[config.mk]
export PLATFORM = sky130hd
export DESIGN_NAME = div_rem_unit
export DESIGN_NICKNAME = d
export VERILOG_FILES = /design/src/rtl/div_rem_pkg.sv /design/src/rtl/div_rem_unit_div_step.sv /design/src/rtl/div_rem_unit.sv
export SDC_FILE = /design/constraint.sdc
export NUM_CORES = 1
export LEC_CHECK = 0
export ABC_AREA = 1
export BUFFER_PORTS_ARGS = -buffer_cell sky130_fd_sc_hd__buf_2
export CAP_MARGIN = 20
export CORE_UTILIZATION = 58
export DETAILED_ROUTE_END_ITERATION = 6
export GPL_ROUTABILITY_DRIVEN = 0
export GPL_TIMING_DRIVEN = 0
export PLACE_DENSITY = 0.76
export SLEW_MARGIN = 20
export SYNTH_ARGS = -nofsm -noshare
export SYNTH_HDL_FRONTEND = slang
export SYNTH_SLANG_ARGS = --single-unit
[constraint.sdc]
create_clock -name clk -period 7.07 [get_ports clk]
set_input_delay 0.3535 -clock clk [delete_from_list [all_inputs] [get_ports clk]]
set_output_delay 0.3535 -clock clk [all_outputs]
set_load 0.01 [all_outputs]
[src/rtl/div_rem_pkg.sv]
// rtl/div_rem_pkg.sv - shared encodings, state type and constants for the RV32M divide/remainder unit.
package div_rem_pkg;

    localparam int XLEN = 32;
    localparam logic [XLEN-1:0] INT_MIN = 32'h8000_0000;

    localparam logic [1:0] ORD_DIV  = 2'b00;
    localparam logic [1:0] ORD_DIVU = 2'b01;
    localparam logic [1:0] ORD_REM  = 2'b10;
    localparam logic [1:0] ORD_REMU = 2'b11;

    typedef enum logic [1:0] {
        IDLE = 2'd0,
        BUSY = 2'd1,
        DONE = 2'd2
    } state_t;

    function automatic logic [XLEN-1:0] abs32(input logic [XLEN-1:0] v);
        return v[XLEN-1] ? -v : v;
    endfunction

endpackage

[src/rtl/div_rem_unit_div_step.sv]
// rtl/div_rem_unit_div_step.sv - one combinational restoring-division step.
module div_step
    import div_rem_pkg::*;
(
    input  logic [XLEN:0]   rem_in,
    input  logic            dividend_bit,
    input  logic [XLEN-1:0] divisor,
    output logic [XLEN:0]   rem_out,
    output logic            quo_bit
);

    logic [XLEN:0] shifted;

    // A set top bit means the true shifted value exceeds 2^XLEN, so it always
    // covers the divisor and the modulo subtraction is still exact.
    always_comb begin
        shifted = {rem_in[XLEN-1:0], dividend_bit};
        quo_bit = rem_in[XLEN] | (shifted >= {1'b0, divisor});
        rem_out = quo_bit ? (shifted - {1'b0, divisor}) : shifted;
    end

endmodule

[src/rtl/div_rem_unit.sv]
// rtl/div_rem_unit.sv - multi-cycle RV32M DIV/DIVU/REM/REMU responder with cached quotient and remainder.
module div_rem_unit
    import div_rem_pkg::*;
#(
    parameter int BITS_PER_CYCLE = 1
) (
    input  logic        clk,
    input  logic        reset,
    input  logic [31:0] acc_in_A,
    input  logic [31:0] acc_in_B,
    input  logic [1:0]  div_rem_order,
    input  logic        div_rem_order_active,
    output logic        div_rem_ready,
    output logic [31:0] div_rem_result
);

    localparam int N     = XLEN / BITS_PER_CYCLE;
    localparam int CNT_W = $clog2(N) + 1;

    state_t            state;
    logic [XLEN-1:0]   lat_a;
    logic [XLEN-1:0]   lat_b;
    logic              lat_uns;
    logic [XLEN:0]     rem_w;
    logic [XLEN-1:0]   quo_w;
    logic              neg_q;
    logic              neg_r;
    logic [CNT_W-1:0]  cnt;
    logic [XLEN-1:0]   q_fin;
    logic [XLEN-1:0]   r_fin;

    logic              match;
    logic              load;
    logic              req_signed;
    logic              b_zero;
    logic              ovf;
    logic [XLEN-1:0]   abs_a;
    logic [XLEN-1:0]   divisor_abs;
    logic [XLEN-1:0]   quo_next;
    logic [BITS_PER_CYCLE-1:0] q_bits;
    logic [XLEN:0]     rem_chain [0:BITS_PER_CYCLE];

    always_comb begin
        match = (acc_in_A == lat_a) && (acc_in_B == lat_b) &&
                (div_rem_order[0] == lat_uns);
        load  = div_rem_order_active &&
                ((state == IDLE) || ((state == DONE) && !match));

        req_signed = ~div_rem_order[0];
        b_zero     = (acc_in_B == '0);
        ovf        = req_signed && (acc_in_A == INT_MIN) && (acc_in_B == '1);
        abs_a      = req_signed ? abs32(acc_in_A) : acc_in_A;

        divisor_abs = lat_uns ? lat_b : abs32(lat_b);
    end

    // Dividend bits are consumed MSB-first from quo_w while quotient bits
    // enter at the bottom, so after N iterations quo_w holds the quotient.
    assign rem_chain[0] = rem_w;
    for (genvar g = 0; g < BITS_PER_CYCLE; g++) begin : g_step
        div_step u_step (
            .rem_in       (rem_chain[g]),
            .dividend_bit (quo_w[XLEN-1-g]),
            .divisor      (divisor_abs),
            .rem_out      (rem_chain[g+1]),
            .quo_bit      (q_bits[BITS_PER_CYCLE-1-g])
        );
    end

    assign quo_next = (quo_w << BITS_PER_CYCLE) |
                      {{(XLEN-BITS_PER_CYCLE){1'b0}}, q_bits};

    always_ff @(posedge clk or posedge reset) begin
        if (reset) begin
            state   <= IDLE;
            lat_a   <= '0;
            lat_b   <= '0;
            lat_uns <= 1'b0;
            rem_w   <= '0;
            quo_w   <= '0;
            neg_q   <= 1'b0;
            neg_r   <= 1'b0;
            cnt     <= '0;
            q_fin   <= '0;
            r_fin   <= '0;
        end else if (load) begin
            lat_a   <= acc_in_A;
            lat_b   <= acc_in_B;
            lat_uns <= div_rem_order[0];
            neg_q   <= req_signed & (acc_in_A[XLEN-1] ^ acc_in_B[XLEN-1]) & ~b_zero;
            neg_r   <= req_signed & acc_in_A[XLEN-1];
            rem_w   <= '0;
            quo_w   <= abs_a;
            cnt     <= '0;
            if (b_zero) begin
                q_fin <= '1;
                r_fin <= acc_in_A;
                state <= DONE;
            end else if (ovf) begin
                q_fin <= INT_MIN;
                r_fin <= '0;
                state <= DONE;
            end else begin
                state <= BUSY;
            end
        end else begin
            case (state)
                BUSY: begin
                    // A flush or a changed request abandons the division.
                    if (!div_rem_order_active || !match) begin
                        state <= IDLE;
                    end else if (cnt == CNT_W'(N)) begin
                        q_fin <= neg_q ? -quo_w : quo_w;
                        r_fin <= neg_r ? -rem_w[XLEN-1:0] : rem_w[XLEN-1:0];
                        state <= DONE;
                    end else begin
                        rem_w <= rem_chain[BITS_PER_CYCLE];
                        quo_w <= quo_next;
                        cnt   <= cnt + 1'b1;
                    end
                end
                IDLE, DONE: state <= state;
                default:    state <= IDLE;
            endcase
        end
    end

    always_comb begin
        div_rem_ready  = (state == DONE) && div_rem_order_active && match;
        div_rem_result = '0;
        if (div_rem_ready) begin
            div_rem_result = div_rem_order[1] ? r_fin : q_fin;
        end
    end

endmodule

==> run summary <==
Core Region -> 28100 um2
Post-route ant nets -> 0
Proportion of synthesized chip area in sequential cells -> 30.5%
Slew of the pin with the lowest slew margin -> 0.779 ns
Post-Synthesis Cell Area -> 16700 um2
Post-detail-place hpwl -> 43.7 mm
Proportion of synthesized area in mux cells -> 0.958%
Type of the worst setup path -> reg -> reg
Final routed wire length divided by cell count -> 17.4 um
Reported leakage power -> 0.00997 uW
Outcome -> completed
Floorplan die height -> 172 um
Data required, critical path -> 7.49 ns
CTS max path bufs -> 3
Area Overhead vs Synth -> 11.4%
Max-slew violation total from the final report -> 0
Post-Route Skew -> 0.0248 ns
Placed Instances -> 3124
VDD IR max -> 238 uV
Fraction of post-synthesis cell area in the top cell type by area -> 30.5%
Count of input and output buffers -> 94
Fraction of synthesized cell area in xor and xnor cells -> 7.07%
Chip Width -> 172 um
CTS sink cnt -> 204
Routed vias -> 18000
Share of async-settable or async-resettable flops after synthesis -> 100%
Root Buffer -> sky130_fd_sc_hd__clkbuf_16
Post-synthesis area per instance -> 6.31 um2
Power after layout -> 3640 uW
Worst-skew pair later-pin latency -> 0.54 ns
Distinct cells, synth -> 41
Synth Area in Compound Gates -> 8.09%
GRT Residual Overflow -> 0
Register clock-pin slew on the reported worst setup and hold paths -> 0.06 ns
Peak Freq -> 197 MHz
Number of antenna violations at the first check in global routing -> 0
Total inserted antenna cells -> 0
Number of fill cells in the layout -> 2624
Hold violation count in the final report -> 0
Max_cap viols -> 0
Most common cell in the synthesized netlist -> sky130_fd_sc_hd__nand2_1
Crit share post-route -> 71.7%
Total I/O pin count -> 102
Count of state elements after synthesis -> 204
Fraction of layout instances using a drive strength above 1 -> 8.31%
Starting density of the core -> 59.6%
Adder-Cell Fraction of Synth Area -> 2.96%
TritonCTS clock tree -> yes
Worst slew margin relative to its limit -> 48.1%
Endpoints failing setup -> 0
Hold crit path type -> in -> reg
Top cell type by total area after synthesis -> sky130_fd_sc_hd__dfrtp_1
Post-CTS sizing -> 0
DRC violation count after routing -> 0
Net count of the mapped netlist -> 2758
CTS H-Tree Depth -> 1
Critical-path maximum fanout -> 10
Simple-gate share of the synthesized area -> 39.9%
Final Critical Period -> 5.07 ns
Number of enable flip-flop cells after synthesis -> 0
Number of vias per cell -> 5.68
First-pass iteration count of the detailed router -> 6
Post-Route WL -> 55.1 mm
Critical Path Source Type -> flip-flop
First-pass GRT wire length -> 86.0 mm
Top FF cell, synth -> sky130_fd_sc_hd__dfrtp_1
Total die area -> 29500 um2
Vias in the first global route -> 16500
Power density over cell area -> 195 nW/um2
Total track usage -> 37.9%
Net total in the final layout -> 2881
Gate count after technology mapping -> 2650
Largest net degree at the start of global routing -> 80
CTS buffer count -> 24
Starting DRT DRC Count -> 1926
Main area contributors after synthesis -> sky130_fd_sc_hd__dfrtp_1, sky130_fd_sc_hd__nand2_1, sky130_fd_sc_hd__nand3_1
Setup repair after global routing missed its margin -> false
Site Rows -> 61
Post-route non-filler standard cell count -> 3169
Ys Warns -> 0
Most frequent cells after synthesis -> sky130_fd_sc_hd__nand2_1, sky130_fd_sc_hd__nor2_1, sky130_fd_sc_hd__nand3_1, sky130_fd_sc_hd__inv_1, sky130_fd_sc_hd__dfrtp_1
Endpoint class of the critical path -> flip-flop
Data arrival time at the worst-slack endpoint -> 5.49 ns
Dominant combinational cell family by area after synthesis -> simple AND/OR/NAND/NOR gates
-- sequential cells by signal, indices dropped and copies added, names as in the netlist --
name and flops:
cnt 6, lat_a 32, lat_b 32, lat_uns 1, neg_q 1, neg_r 1
q_fin 32, quo_w 32, r_fin 32, rem_w 33, state 2
-- timing repair --
| item | 4_1_cts | 5_1_grt |
|---|---|---|
| hold buffers | 1 | 0 |
| setup buffers | 0 | 0 |
| endpoints found under the hold margin | 47 | 0 |
-- placed cells by master, fill, tap and decap left out, drive strengths merged, types with 2 or more instances in the layout --
cell,netlist,layout
and2,3,3
dfrtp,204,204
o21bai,4,4
nor4,6,6
o31ai,3,3
o21a,2,2
or2,13,13
clkbuf,53,90
inv,318,318
a211oi,8,8
nand3b,26,26
nand4,52,52
a21oi,58,58
clkinvlp,0,2
mux2i,16,16
buf,59,155
nor2,350,350
xnor2,47,47
nor3,35,35
nand3,319,319
a31oi,4,4
xor2,88,88
o21ai,164,164
ha,38,38
bufinv,0,4
o211ai,11,11
nand2,763,763
clkinv,2,3
-- stage by stage --
step                      utilization [%]  hold WS [ns]  instance area [um2]  setup WS [ns]  TNS [ns]
after detailed placement             63.1         0.382                17700           2.31         0
after floorplan                         -         0.442                16700           1.15         0
after global routing                 66.3         0.153                18600           1.67         0
after global placement               62.9         0.454                17700          -1.36   -272.85
final                                66.3         0.124                18600           2.00         0
after CTS                            66.3         0.112                18600           2.27         0
-- where the power goes --
part           internal (uW)  leakage [uW]  switching [uW]  total (uW)
sequential              1250       0.00259            92.9        1340
clock                    865      0.000429             512        1380
combinational            301       0.00694             624         925
-- routing by layer --
layer	global-route usage [%]	wire, um
met1	53.5	23900
met2	58.2	23700
met3	6.76	5510
met4	12.9	2040
met5	0	0
-- path summary, 6_finish.rpt --
| kind | start | end | cells after the start | slack [ns] |
|---|---|---|---|---|
| setup / recovery | lat_b[0] | rem_w[30] | 25 | 2.00 |
| hold / removal | acc_in_B[9] | lat_b[9] | 3 | 0.12 |
| setup reg to reg | lat_b[0] | rem_w[30] | 25 | 2.00 |
| hold reg to reg | quo_w[31] | quo_w[31] | 2 | 0.48 |
| max in group asynchronous | reset | lat_a[29] | 4 | 5.97 |
| min in group asynchronous | reset | rem_w[13] | 3 | 0.37 |
-- worst max-delay path, stage by stage, from the launching register on --
cell and delay (ns):
sky130_fd_sc_hd__dfrtp_1 0.43, sky130_fd_sc_hd__inv_1 0.13, sky130_fd_sc_hd__ha_1 0.18, sky130_fd_sc_hd__nand3_1 0.11
sky130_fd_sc_hd__nor3_1 0.25, sky130_fd_sc_hd__nand3_1 0.15, sky130_fd_sc_hd__nor3_1 0.49, sky130_fd_sc_hd__nand2_1 0.14
sky130_fd_sc_hd__nand2_1 0.17, sky130_fd_sc_hd__o211ai_1 0.17, sky130_fd_sc_hd__nor2_1 0.23, sky130_fd_sc_hd__xor2_1 0.33
sky130_fd_sc_hd__ha_1 0.30, sky130_fd_sc_hd__nand2_1 0.11, sky130_fd_sc_hd__nor2_1 0.17, sky130_fd_sc_hd__nand2_1 0.10
sky130_fd_sc_hd__nor2_1 0.13, sky130_fd_sc_hd__nand4_1 0.13, sky130_fd_sc_hd__nand2_1 0.10, sky130_fd_sc_hd__nor2_1 0.05
sky130_fd_sc_hd__nand2_1 0.09, sky130_fd_sc_hd__buf_2 0.27, sky130_fd_sc_hd__buf_2 0.34, sky130_fd_sc_hd__nand3_1 0.16
sky130_fd_sc_hd__o211ai_1 0.13, sky130_fd_sc_hd__nand2_1 0.07
-- cells by family (layout without fill, tap and decap cells) --
logic type                 count (synthesis)  after routing
DFF                                      204            204
AOI/OAI and AO/OA                        255            255
buffers and inverters                    432            573
xor gates and xnor gates                 135            135
and+or+nand+nor                         1569           1569
muxes                                     16             16
adders and majority gates                 39             39
-- final cells by class --
class	instances	area, um2	share of cell area (%)
Sequential cell	204	5100	27.4
Buffer	112	559	3.00
Multi-Input combinational cell	2014	9860	52.9
Clock inverter	7	151	0.813
Tap cell	378	473	2.54
Timing Repair Buffer	97	536	2.87
Clock buffer	37	739	3.97
Inverter	320	1210	6.49
(Power assumes the default switching activity.)
